## src/rtl/ahb_pkg.sv

```systemverilog
// Shared AHB-Lite types for the decoder/mux slice, plus the default
// slave-address table generator used by the top-level parameter.
package ahb_pkg;

  typedef enum logic [1:0] {
    IDLE   = 2'd0,
    BUSY   = 2'd1,
    NONSEQ = 2'd2,
    SEQ    = 2'd3
  } htrans_t;

  typedef enum logic {
    OKAY  = 1'b0,
    ERROR = 1'b1
  } hresp_t;

  typedef enum logic [1:0] {
    D_OK,
    D_ERR1,
    D_ERR2
  } dflt_state_t;

  localparam int MAX_SLAVES     = 16;
  localparam int MAX_FIELD_BITS = 32;

  typedef logic [MAX_SLAVES*MAX_FIELD_BITS-1:0] addr_table_t;

  // Flat table with entry i holding the value i, packed at a stride of
  // field_bits; the caller truncates it to its own table width.
  function automatic addr_table_t identity_addrs(input int count, input int field_bits);
    addr_table_t flat;
    addr_table_t mask;
    flat = '0;
    mask = (addr_table_t'(1) << field_bits) - addr_table_t'(1);
    for (int i = 0; i < count; i++) begin
      flat = flat | ((addr_table_t'(i) & mask) << (i * field_bits));
    end
    return flat;
  endfunction

endpackage

```

## src/rtl/ahb_decoder_mux_if.sv

```systemverilog
// Bus bundle between the master/slave fabric and the decoder-mux:
// address phase in, per-slave responses in, selects and muxed response out.
interface ahb_decoder_mux_if #(
  parameter int ADDR_WIDTH  = 32,
  parameter int DATA_WIDTH  = 32,
  parameter int SLAVE_COUNT = 4
) ();

  logic [ADDR_WIDTH-1:0]             i_haddr;
  logic [1:0]                        i_htrans;
  logic [SLAVE_COUNT-1:0]            i_hresp;
  logic [SLAVE_COUNT*DATA_WIDTH-1:0] i_hrdata;
  logic [SLAVE_COUNT-1:0]            i_hready;
  logic [SLAVE_COUNT-1:0]            o_sel;
  logic [DATA_WIDTH-1:0]             o_hrdata;
  logic                              o_hresp;
  logic                              o_hready;
  logic                              o_dec_err;

  // The decoder-mux itself.
  modport slave (
    input  i_haddr, i_htrans, i_hresp, i_hrdata, i_hready,
    output o_sel, o_hrdata, o_hresp, o_hready, o_dec_err
  );

  // The fabric driving it.
  modport master (
    output i_haddr, i_htrans, i_hresp, i_hrdata, i_hready,
    input  o_sel, o_hrdata, o_hresp, o_hready, o_dec_err
  );

endinterface

```

## src/rtl/ahb_default_slave.sv

```systemverilog
// Internal default slave: answers unmapped NONSEQ/SEQ transfers with the
// two-cycle AHB ERROR response, and idle/busy ones with zero-wait OKAY.
module ahb_default_slave
  import ahb_pkg::*;
(
  input  logic       i_hclk,
  input  logic       i_hreset,
  input  logic       i_hready_in,
  input  logic       i_sel_dflt,
  input  logic [1:0] i_htrans,
  output logic       o_hready,
  output hresp_t     o_hresp,
  output logic       o_err_pulse
);

  dflt_state_t state_q;
  dflt_state_t state_d;
  logic        err_request;

  assign err_request = i_hready_in && i_sel_dflt &&
                       (htrans_t'(i_htrans) inside {NONSEQ, SEQ});

  // NOTE: state registers use non-blocking assignments so every flop samples
  // pre-edge values; blocking here would create order-dependent simulation.
  always_ff @(posedge i_hclk or negedge i_hreset) begin
    if (!i_hreset) state_q <= D_OK;
    else           state_q <= state_d;
  end

  // NOTE: every output of this block gets a default first, so no path through
  // the case can leave a signal unassigned and infer a latch.
  always_comb begin
    state_d     = state_q;
    o_hready    = 1'b1;
    o_hresp     = OKAY;
    o_err_pulse = 1'b0;
    unique case (state_q)
      D_OK: begin
        if (err_request) state_d = D_ERR1;
      end
      D_ERR1: begin
        o_hready    = 1'b0;
        o_hresp     = ERROR;
        o_err_pulse = 1'b1;
        state_d     = D_ERR2;
      end
      D_ERR2: begin
        o_hresp = ERROR;
        state_d = err_request ? D_ERR1 : D_OK;
      end
      default: state_d = D_OK;
    endcase
  end

endmodule

```

## src/rtl/ahb_decoder_mux.sv

```systemverilog
// AHB-Lite one-master interconnect: address decode to a one-hot select,
// data-phase select register, and response mux with a default ERROR slave.
module ahb_decoder_mux
  import ahb_pkg::*;
#(
  parameter int ADDR_WIDTH           = 32,
  parameter int DATA_WIDTH           = 32,
  parameter int SLAVE_COUNT          = 4,
  parameter int REGISTER_SELECT_BITS = 12,
  parameter int SLAVE_SELECT_BITS    = ADDR_WIDTH - REGISTER_SELECT_BITS,
  parameter logic [SLAVE_COUNT-1:0][SLAVE_SELECT_BITS-1:0] SLAVE_ADDRS =
    (SLAVE_COUNT*SLAVE_SELECT_BITS)'(identity_addrs(SLAVE_COUNT, SLAVE_SELECT_BITS))
) (
  input  logic           i_hclk,
  input  logic           i_hreset,
  ahb_decoder_mux_if.slave bus
);

  localparam int IDX_W = (SLAVE_COUNT > 1) ? $clog2(SLAVE_COUNT) : 1;

  logic [SLAVE_SELECT_BITS-1:0] field;
  logic [SLAVE_COUNT-1:0]       sel;
  logic                         hit;
  logic [IDX_W-1:0]             idx;
  logic                         dflt_q;
  logic [IDX_W-1:0]             idx_q;
  logic [DATA_WIDTH-1:0]        hrdata;
  hresp_t                       hresp;
  logic                         hready;
  logic                         dslv_hready;
  hresp_t                       dslv_hresp;
  logic                         dslv_err_pulse;
  logic                         unused_offset_bits;

  assign field              = bus.i_haddr[ADDR_WIDTH-1:REGISTER_SELECT_BITS];
  assign unused_offset_bits = ^bus.i_haddr[REGISTER_SELECT_BITS-1:0];

  // Scan from the top down so the lowest matching entry wins on duplicates.
  always_comb begin
    sel = '0;
    hit = 1'b0;
    idx = '0;
    for (int i = SLAVE_COUNT - 1; i >= 0; i--) begin
      if (SLAVE_ADDRS[i] == field) begin
        sel    = '0;
        sel[i] = 1'b1;
        idx    = IDX_W'(i);
        hit    = 1'b1;
      end
    end
  end

  // Data-phase owner only advances when the current data phase completes.
  always_ff @(posedge i_hclk or negedge i_hreset) begin
    if (!i_hreset) begin
      dflt_q <= 1'b1;
      idx_q  <= '0;
    end else if (hready) begin
      dflt_q <= ~hit;
      idx_q  <= idx;
    end
  end

  always_comb begin
    hrdata = '0;
    hresp  = dslv_hresp;
    hready = dslv_hready;
    if (!dflt_q) begin
      hrdata = bus.i_hrdata[idx_q*DATA_WIDTH +: DATA_WIDTH];
      hresp  = hresp_t'(bus.i_hresp[idx_q]);
      hready = bus.i_hready[idx_q];
    end
  end

  ahb_default_slave u_default_slave (
    .i_hclk      (i_hclk),
    .i_hreset    (i_hreset),
    .i_hready_in (hready),
    .i_sel_dflt  (~hit),
    .i_htrans    (bus.i_htrans),
    .o_hready    (dslv_hready),
    .o_hresp     (dslv_hresp),
    .o_err_pulse (dslv_err_pulse)
  );

  assign bus.o_sel     = sel;
  assign bus.o_hrdata  = hrdata;
  assign bus.o_hresp   = hresp;
  assign bus.o_hready  = hready;
  assign bus.o_dec_err = dslv_err_pulse;

endmodule

```

## src/flat_wrapper.sv

```systemverilog
// flat-port wrapper written by rule: the top's interface ports become plain ports
module ahb_decoder_mux_flat import ahb_pkg::*;
#(
  parameter int ADDR_WIDTH           = 32,
  parameter int DATA_WIDTH           = 32,
  parameter int SLAVE_COUNT          = 4,
  parameter int REGISTER_SELECT_BITS = 12,
  parameter int SLAVE_SELECT_BITS    = ADDR_WIDTH - REGISTER_SELECT_BITS,
  parameter logic [SLAVE_COUNT-1:0][SLAVE_SELECT_BITS-1:0] SLAVE_ADDRS =
    (SLAVE_COUNT*SLAVE_SELECT_BITS)'(identity_addrs(SLAVE_COUNT, SLAVE_SELECT_BITS))
)
  (i_hclk, i_hreset, bus_i_haddr, bus_i_htrans, bus_i_hresp, bus_i_hrdata, bus_i_hready, bus_o_sel, bus_o_hrdata, bus_o_hresp, bus_o_hready, bus_o_dec_err);
  ahb_decoder_mux_if #(.ADDR_WIDTH(ADDR_WIDTH), .DATA_WIDTH(DATA_WIDTH), .SLAVE_COUNT(SLAVE_COUNT)) bus_i ();
  input  logic i_hclk;
  input  logic i_hreset;
  input wire logic [$bits(bus_i.i_haddr)-1:0] bus_i_haddr;
  input wire logic [$bits(bus_i.i_htrans)-1:0] bus_i_htrans;
  input wire logic [$bits(bus_i.i_hresp)-1:0] bus_i_hresp;
  input wire logic [$bits(bus_i.i_hrdata)-1:0] bus_i_hrdata;
  input wire logic [$bits(bus_i.i_hready)-1:0] bus_i_hready;
  output wire logic [$bits(bus_i.o_sel)-1:0] bus_o_sel;
  output wire logic [$bits(bus_i.o_hrdata)-1:0] bus_o_hrdata;
  output wire logic [$bits(bus_i.o_hresp)-1:0] bus_o_hresp;
  output wire logic [$bits(bus_i.o_hready)-1:0] bus_o_hready;
  output wire logic [$bits(bus_i.o_dec_err)-1:0] bus_o_dec_err;
  assign bus_i.i_haddr = bus_i_haddr;
  assign bus_i.i_htrans = bus_i_htrans;
  assign bus_i.i_hresp = bus_i_hresp;
  assign bus_i.i_hrdata = bus_i_hrdata;
  assign bus_i.i_hready = bus_i_hready;
  assign bus_o_sel = bus_i.o_sel;
  assign bus_o_hrdata = bus_i.o_hrdata;
  assign bus_o_hresp = bus_i.o_hresp;
  assign bus_o_hready = bus_i.o_hready;
  assign bus_o_dec_err = bus_i.o_dec_err;
  ahb_decoder_mux #(.ADDR_WIDTH(ADDR_WIDTH), .DATA_WIDTH(DATA_WIDTH), .SLAVE_COUNT(SLAVE_COUNT), .REGISTER_SELECT_BITS(REGISTER_SELECT_BITS), .SLAVE_SELECT_BITS(SLAVE_SELECT_BITS), .SLAVE_ADDRS(SLAVE_ADDRS)) u_core (.i_hclk(i_hclk), .i_hreset(i_hreset), .bus(bus_i));
endmodule
```

## config.mk

```make
export PLATFORM = sky130hd
export DESIGN_NAME = ahb_decoder_mux_flat
export DESIGN_NICKNAME = d
export VERILOG_FILES = /design/src/rtl/ahb_pkg.sv /design/src/rtl/ahb_decoder_mux_if.sv /design/src/rtl/ahb_default_slave.sv /design/src/rtl/ahb_decoder_mux.sv /design/src/flat_wrapper.sv
export SDC_FILE = /design/constraint.sdc
export NUM_CORES = 1
export LEC_CHECK = 0
export BUFFER_PORTS_ARGS = -buffer_cell sky130_fd_sc_hd__buf_2
export CAP_MARGIN = 20
export CORE_AREA = 4 4 80 82
export DETAILED_ROUTE_END_ITERATION = 10
export DIE_AREA = 0 0 84 86
export PLACE_DENSITY = 0.7
export SKIP_LAST_GASP = 1
export SYNTH_ARGS = -nofsm -noshare
export SYNTH_HDL_FRONTEND = slang
export SYNTH_HIERARCHICAL = 1
export SYNTH_SLANG_ARGS = --single-unit
```

## constraint.sdc

```tcl
create_clock -name i_hclk -period 2.8 [get_ports i_hclk]
set_clock_uncertainty 0.1 [all_clocks]
set_input_delay 0.42 -clock i_hclk [delete_from_list [all_inputs] [get_ports i_hclk]]
set_output_delay 0.42 -clock i_hclk [all_outputs]
set_load 0.05 [all_outputs]
```

==> flow_summary.ini, run 1 <==
[synthesis]
synth.avg_cell_area_sq_um = 11.53
synth_top_area_share_pct = 54.45
syn_nets = 298
synthFlopType = dfrtp_1
ys_seq_area_share_pct = 8.986
async_flop_share_pct = 100.0
synthMostInstantiatedCell = mux4_2
syn_area_sq_mm = 0.001406
ys_seq_elements = 5
synthTopCellsByCount = mux4_2 (34), and2_1 (32), inv_1 (7)
ys_top_cells_by_area = mux4_2 (54%), and2_1 (14%), dfrtp_1 (7.1%)
synth_edf_count = 0
synth_cells = 122
yosysUniqueCellTypes = 25
yosysTopAreaCell = mux4_2
yosysWarningCount = 6

[floorplanning]
dieArea_sq_mm = 0.007224
start_util_pct = 24.48
core_area_sq_mm = 0.005746
rows = 28
io_pins = 211
die_x_microns = 84
chipHeight_microns = 86

[layout]
nFillCells = 593
nNetsFinal = 496
seqCellArea_sq_um = 127.6
drive_above_1_share_pct = 76.49
multi_input_area_sq_mm = 0.001205
num_antenna_cells = 0
syn_to_final_growth_pct = 81.41

[min_path]
min_path_type = primary input to flip-flop

[sta]
rsz0062_at_grt = false
fin_crit_ps = 2543
fmax_ghz = 0.3932
period_share_pct = 90.83
hold_viol_final = 0
relSlewSlack_pct = 52.08
tightest_slew_ps = 718.0
finalWorstSetupSlack_ps = 256.6
setup_violations = 0
drv_slew = 0
fin_setup_tns_ps = 0
holdWs_ps = 390.4

[power_and_ir_drop]
power.switching_uw = 254.3
power_density_mw_per_mm2 = 243.0
static-leakage-power_uw = 0.001340
p_seq_share_pct = 15.9
p_int_uw = 365.6
switching_share_pct = 41.02
peakVddDrop_uv = 302.9
clockPowerShare_pct = 21.3
power.share.combinational_pct = 62.9

[placed_design]
post-place-ws_ps = 436.3
hpwl_mm = 5.402
portBuffers = 197
routabilityCongestion = 0.8331

[detailed_routing]
wirelength_mm = 6.098
ant_nets = 0
wl_per_cell_microns = 15.48
first_pass_iters = 4
num_vias = 1831
first_iter_violations = 38
vias_per_cell = 4.647
drc = 0

[status]
status = finished clean

[clock_tree]
cts_tree = yes
htreeDepth = 1
cts_sinks = 5
cts.reportedPaths.clkPinSlew_ps = 30
root_buffer = clkbuf_8
cts_buffer_depth = 2
cts_setup_buffers = 0
post_cts_resized = 0
cts_made_buffers = 3
worst_skew_pair.late_latency_ps = 220

[global_routing]
grt_pass1_vias = 2029
grt_max_degree = 29
grt_pass1_wl_mm = 9.363
antenna_found_initial = 0
grt_usage_pct = 15.86
globalRouteOverflowTotal = 0

[critical_path]
arrival_ps = 2020
crit_type = flip-flop to output pin
end_kind = output pin
cp_max_fo = 11
crit_required_ps = 2280
critPathLaunchType = flip-flop

[run]
cap_violations = 0
## critical path: stages, from the launching register on
cell,delay (ps)
dfrtp_2,590
buf_4,320
mux4_2,520
and2_1,170
buf_2,210
## metal layers
metal	vias to the layer above	share of wire [%]	GRT usage, %
met4	0	0.23	2.193
met2	113	55	32.83
met5	-	0	0
met1	841	35	16.49
met3	2	10	3.458
li1	875	-	-
## power by group through the flow
stage / logic, uW / clock network (uW) / registers, uW
2_1_floorplan: 231 / 0 / 96.7
3_3_place_gp: 378 / 0 / 98.4
3_5_place_dp: 391 / 0 / 99.6
4_1_cts: 394 / 135 / 98.7
5_1_grt: 426 / 143 / 101
6_report: 390 / 132 / 98.4
## cell families after synthesis
| group | count (synthesis) | synth area share (%) |
|---|---|---|
| buffers and inverters | 18 | 5.694 |
| adders and majority gates | 4 | 3.559 |
| DFF | 5 | 8.986 |
| and+or+nand+nor | 53 | 22.15 |
| AOI/OAI and AO/OA | 6 | 3.381 |
| muxes | 36 | 56.23 |
## flip-flops by register name, summed over array words and instances, names as in the netlist
register and flops:
u_core/idx_q 2, u_core/u_default_slave/state_q 2, u_core/dflt_q 1
## per-stage QoR
| step | cells | area, sq um | total power, uW | utilization, % |
|---|---|---|---|---|
| 2_1_floorplan | 122 | 1411 | 327.4 | - |
| 3_3_place_gp | 389 | 2496 | 476.0 | 43.45 |
| 3_5_place_dp | 389 | 2496 | 490.7 | 43.45 |
| 4_1_cts | 394 | 2551 | 627.3 | 44.40 |
| 5_1_grt | 394 | 2551 | 670.7 | 44.40 |
| 6_report | 394 | 2551 | 619.9 | 44.40 |
## path summary, 6_finish.rpt
| path | startpoint | endpoint | slack [ps] | depth (start not counted) |
|---|---|---|---|---|
| worst max-delay path | u_core/idx_q[0]$_DFFE_PN0P_ | bus_o_hrdata[19] | 260 | 4 |
| worst min-delay path | bus_i_haddr[12] | u_core/idx_q[0]$_DFFE_PN0P_ | 390 | 2 |
| worst max register to register | u_core/idx_q[0]$_DFFE_PN0P_ | u_core/u_default_slave/state_q[1]$_DFFE_PN0P_ | 590 | 4 |
| worst min register to register | u_core/u_default_slave/state_q[1]$_DFFE_PN0P_ | u_core/u_default_slave/state_q[1]$_DFFE_PN0P_ | 490 | 1 |
| max in group asynchronous | i_hreset | u_core/dflt_q$_DFFE_PN1P_ | 1940 | 2 |
| min in group asynchronous | i_hreset | u_core/idx_q[1]$_DFFE_PN0P_ | 460 | 2 |
## repair_timing
action,in CTS,in global routing
hold buffers,1,0
setup endpoints to repair,0,0
hold endpoints to repair,4,0
## cells in the final DEF (no fill, tap or decap), types with 2 or more instances in the layout
master and count:
mux4_2 34, nand3_1 2, ha_1 4, clkbuf_8 3, buf_4 5, nor4_1 4, nand2_1 5, and2_1 32
a31o_1 2, inv_1 7, dfrtp_1 3, nor2_1 4, buf_2 197
## cell type report
class / count / area share [%]
Multi-Input combinational cell: 99 / 47.23
Timing Repair Buffer: 204 / 41.29
Sequential cell: 5 / 5.002
Tap cell: 75 / 3.678
Clock buffer: 4 / 1.766
Inverter: 7 / 1.030
Note: power is estimated with default switching activity, not from simulation.
==> inputs of run 2 (changes only) <==
- PLACE_DENSITY: 0.7 -> 0.72
==> flow_summary.ini, run 2 (synthesis results as in run 1) <==
[status]
status = finished clean

[global_routing]
grt_max_degree = 36
grt_pass1_wl_mm = 9.059
grt_pass1_vias = 1921
grt_usage_pct = 15.44
globalRouteOverflowTotal = 0
antenna_found_initial = 0

[critical_path]
crit_required_ps = 2280
critPathTopFamily = multiplexers
critPathLaunchType = flip-flop
cp_max_fo = 17
end_kind = output pin
cpPeakStageDelay_ps = 560
crit_type = flip-flop to output pin
cp_cell_sequence = buf_4 > mux4_2 > and2_1 > buf_2
path_buf_inv = 2
worst_path_max_delay_cell = mux4_2
arrival_ps = 1880

[detailed_routing]
ant_nets = 0
first_pass_iters = 4
wl_per_cell_microns = 15.45
vias_per_cell = 4.696
drc = 0
num_vias = 1841
first_iter_violations = 47
wirelength_mm = 6.058

[power_and_ir_drop]
power_density_mw_per_mm2 = 245.4
p_seq_share_pct = 16.0
clockPowerShare_pct = 21.2
p_int_uw = 365.0
switching_share_pct = 41.05
power.switching_uw = 254.2
static-leakage-power_uw = 0.001326
power.share.combinational_pct = 62.8
peakVddDrop_uv = 363.5

[clock_tree]
cts_sinks = 5
post_cts_resized = 0
cts_setup_buffers = 0
worst_skew_pair.late_latency_ps = 220
cts_hold_buf = 1
cts_buffer_depth = 2
root_buffer = clkbuf_8
htreeDepth = 1
cts.reportedPaths.clkPinSlew_ps = 30
cts_made_buffers = 3
cts_tree = yes

[sta]
period_share_pct = 85.67
tightest_slew_ps = 810.6
setup_violations = 0
finalWorstSetupSlack_ps = 401.1
relSlewSlack_pct = 45.90
fin_crit_ps = 2399
drv_slew = 0
hold_viol_final = 0
rsz0062_at_grt = false
fmax_ghz = 0.4169
fin_setup_tns_ps = 0

[layout]
syn_to_final_growth_pct = 79.45
drive_above_1_share_pct = 76.34
nNetsFinal = 494
reg_top3 = u_core/idx_q x2, u_core/u_default_slave/state_q x2, u_core/dflt_q x1
final_util_pct = 43.92
final_cell_mix = buf_2 (197), mux4_2 (34), and2_1 (32), inv_1 (7), nand2_1 (5)
num_antenna_cells = 0
mostFrequentLayoutCell = buf_2

[floorplanning]
chipHeight_microns = 86
io_pins = 211
core_area_sq_mm = 0.005746
rows = 28
dieArea_sq_mm = 0.007224
start_util_pct = 24.48
die_x_microns = 84

[placed_design]
portBuffers = 197
routabilityCongestion = 0.8373
post-place-ws_ps = 402.0
hpwl_mm = 5.371

[min_path]
min_path_type = primary input to flip-flop

[run]
cap_violations = 0
-- run 2: cell count changes in the layout (fill, tap and decap cells not counted), sizes merged --
cell / previous run / this run
buf: 203 / 201
-- run 2: final timing paths --
path                                                               start  slack, ps                                       endpoint  cells after the start
hold / removal                                           bus_i_haddr[12]        400                    u_core/idx_q[0]$_DFFE_PN0P_                      2
hold reg to reg            u_core/u_default_slave/state_q[1]$_DFFE_PN0P_        500  u_core/u_default_slave/state_q[1]$_DFFE_PN0P_                      1
setup / recovery                             u_core/idx_q[0]$_DFFE_PN0P_        400                               bus_o_hrdata[29]                      4
min in group asynchronous                                       i_hreset        460  u_core/u_default_slave/state_q[0]$_DFFE_PN0P_                      2
setup reg to reg                               u_core/dflt_q$_DFFE_PN1P_        740  u_core/u_default_slave/state_q[1]$_DFFE_PN0P_                      4
max in group asynchronous                                       i_hreset       1930                      u_core/dflt_q$_DFFE_PN1P_                      2
-- run 2: power groups by stage --
stage / logic (uW) / registers (uW) / clock network (uW)
after floorplan: 231 / 96.7 / 0
after global placement: 376 / 98.9 / 0
after detailed placement: 389 / 101 / 0
after CTS: 392 / 99.9 / 136
after global routing: 427 / 101 / 142
final: 389 / 99.2 / 131
-- run 2: metal layers --
metal / GRT usage (%) / wire length (microns) / vias to the layer above / share of wire [%]
met4: 2.047 / 0 / 0 / 0
met2: 30.80 / 3315 / 112 / 55
met5: 0 / 0 / - / 0
met1: 16.62 / 2134 / 859 / 35
li1: - / - / 870 / -
met3: 4.035 / 607 / 0 / 10
-- run 2: layout make-up --
class	count	area, sq um
clock buffers	4	45.04
well taps	75	93.84
flip-flops and latches	5	127.6
fillers	596	3222
repair buffers	202	1026
inverters	7	26.28
multi-input cells	99	1205
-- run 2: worst reg2reg max path, stage by stage, from the launching register on --
cell and delay (ps):
dfstp_2 360, inv_1 580, mux2_4 400, and4_1 200
a311o_1 310
-- run 2: stage by stage --
step           cells  area (sq um)  hold slack, ps  total power [uW]
3_3_place_gp     387          2469           139.0             475.3
2_1_floorplan    122          1411           24.41             327.4
3_5_place_dp     387          2469           140.4             490.0
5_1_grt          392          2524           412.4             670.7
4_1_cts          392          2524           397.1             628.2
6_report         392          2524           400.6             619.3
==> inputs of run 3 (changes only) <==
- ABC_AREA: unset -> 1
- PLACE_DENSITY: 0.72 -> 0.77
==> flow_summary.ini, run 3 <==
[status]
status = finished clean

[critical_path]
cp_max_fo = 34
end_kind = output pin
arrival_ps = 1870
critPathLaunchType = flip-flop
crit_type = flip-flop to output pin
crit_required_ps = 2280

[global_routing]
grt_pass1_wl_mm = 10.87
grt_pass1_vias = 2527
antenna_found_initial = 0
grt_usage_pct = 17.81
grt_max_degree = 69
globalRouteOverflowTotal = 0

[sta]
fmax_ghz = 0.4186
tightest_slew_ps = 639.1
fin_setup_tns_ps = 0
setup_violations = 0
period_share_pct = 85.33
drv_slew = 0
rsz0062_at_grt = false
fin_crit_ps = 2389
hold_viol_final = 0
finalWorstSetupSlack_ps = 410.9
relSlewSlack_pct = 57.33

[layout]
finalNonFillerCells = 602
drive_above_1_share_pct = 41.18
final_cell_mix = buf_2 (197), nor2_1 (153), o21ai_0 (36), a21oi_1 (32), o21ai_1 (30)
num_antenna_cells = 0
reg_top3 = u_core/idx_q x2, u_core/u_default_slave/state_q x2, u_core/dflt_q x1
mostFrequentLayoutCell = buf_2
final_util_pct = 46.86
syn_to_final_growth_pct = 60.36
nNetsFinal = 704

[detailed_routing]
drt-met1-wl_mm = 2.898
highest_layer = met4
first_pass_iters = 4
wl_per_cell_microns = 11.86
drc = 0
vias_per_cell = 4.688
first_iter_violations = 108
num_vias = 2822
wl_met2_mm = 3.446
ant_nets = 0
wirelength_mm = 7.140
met3_length_microns = 700

[power_and_ir_drop]
power_density_mw_per_mm2 = 230.6
static-leakage-power_uw = 0.001599
peakVddDrop_uv = 187.8

[clock_tree]
worst_skew_pair.late_latency_ps = 220
cts.reportedPaths.clkPinSlew_ps = 30
cts_sinks = 5
root_buffer = clkbuf_8
cts_buffer_depth = 2
cts_tree = yes
cts_setup_buffers = 0
cts_made_buffers = 3
htreeDepth = 1

[floorplanning]
io_pins = 211
dieArea_sq_mm = 0.007224
start_util_pct = 29.22
die_x_microns = 84
rows = 28
chipHeight_microns = 86
core_area_sq_mm = 0.005746

[synthesis]
yosysWarningCount = 6
synth_cells = 346
syn_nets = 522
async_flop_share_pct = 100.0
synthTopCellsByCount = nor2_1 (153), o21ai_0 (36), a21oi_1 (32)
synth_top_area_share_pct = 34.20
ys_seq_elements = 5
synthMostInstantiatedCell = nor2_1
syn_area_sq_mm = 0.001679
ys_top_cells_by_area = nor2_1 (34%), o21ai_0 (11%), a21oi_1 (9.5%)
ys_seq_area_share_pct = 7.526
yosysTopAreaCell = nor2_1
synthFlopType = dfrtp_1
synth.avg_cell_area_sq_um = 4.853
synth_edf_count = 0
yosysUniqueCellTypes = 21

[run]
cap_violations = 0

[placed_design]
portBuffers = 197
hpwl_mm = 5.680
post-place-ws_ps = 642.5
routabilityCongestion = 0.9251
dpl.cell_count = 597

[min_path]
min_path_type = primary input to asynchronous set/reset pin
run 3: cell types whose count changed after synthesis, sizes merged, moves of 2 or more:
cell and change:
nor2 +149, nand3 +8, a31o -2, nor3b -2, clkbuf +2, inv +10
o21ai +65, and2 -32, nand2 +25, a21oi +33, buf +13, nor4 -4
mux4 -34
run 3: cells by family after synthesis:
| family | Yosys count | share of synthesized area [%] |
|---|---|---|
| adders and majority gates | 4 | 2.981 |
| buffers and inverters | 43 | 13.49 |
| AOI/OAI and AO/OA | 100 | 30.55 |
| DFF | 5 | 7.527 |
| and+or+nand+nor | 194 | 45.45 |
run 3: cell type report:
type / count / area, sq um
Clock buffer: 4 / 45.04
Fill cell: 618 / 3053
Timing Repair Buffer: 203 / 1033
Multi-Input combinational cell: 298 / 1326
Sequential cell: 5 / 127.6
Tap cell: 75 / 93.84
Inverter: 17 / 66.31
run 3: per-stage QoR:
stage          hold slack (ps)  total power, uW  cell area, sq um
2_1_floorplan            24.41            333.4              1679
3_3_place_gp             137.1            482.2              2638
3_5_place_dp             138.6            491.3              2638
4_1_cts                  448.1            626.9              2693
5_1_grt                  476.0            679.7              2693
6_report                 446.2            620.8              2693
run 3: path summary, 6_finish.rpt:
check                                                              startpoint                                       endpoint  slack (ps)  depth (start not counted)
min in group i_hclk             u_core/u_default_slave/state_q[1]$_DFFE_PN0P_  u_core/u_default_slave/state_q[1]$_DFFE_PN0P_         480                          2
max in group asynchronous                                            i_hreset                      u_core/dflt_q$_DFFE_PN1P_        1940                          2
worst max-delay path                              u_core/idx_q[1]$_DFFE_PN0P_                               bus_o_hrdata[29]         410                          6
worst min-delay path                                                 i_hreset                    u_core/idx_q[1]$_DFFE_PN0P_         450                          2
worst min register to register  u_core/u_default_slave/state_q[1]$_DFFE_PN0P_  u_core/u_default_slave/state_q[1]$_DFFE_PN0P_         480                          2
worst max register to register                    u_core/idx_q[1]$_DFFE_PN0P_  u_core/u_default_slave/state_q[1]$_DFFE_PN0P_         850                          9
run 3: per-layer routing:
layer / vias up / GRT usage (%)
met3: 8 / 3.458
met2: 153 / 32.90
met5: - / 0
li1: 1472 / -
met1: 1189 / 20.55
met4: 0 / 5.848
run 3: where the power goes:
group / leakage, uW / switching, uW / internal [uW]
clock network: 0.0000228 / 32.9 / 97.5
logic: 0.00151 / 231 / 161
registers: 0.0000625 / 13.1 / 84.8
run 3: repair_timing:
action                                 CTS  global route
hold buffers                             1             0
endpoints found under the hold margin    4             0
resized for setup                        0             0
run 3: critical path, cell delays in order (launching register included):
cell and delay [ps]:
dfrtp_1 350, buf_4 200, inv_2 490, nor2_1 90, o21ai_0 170, a21oi_1 110, buf_2 230
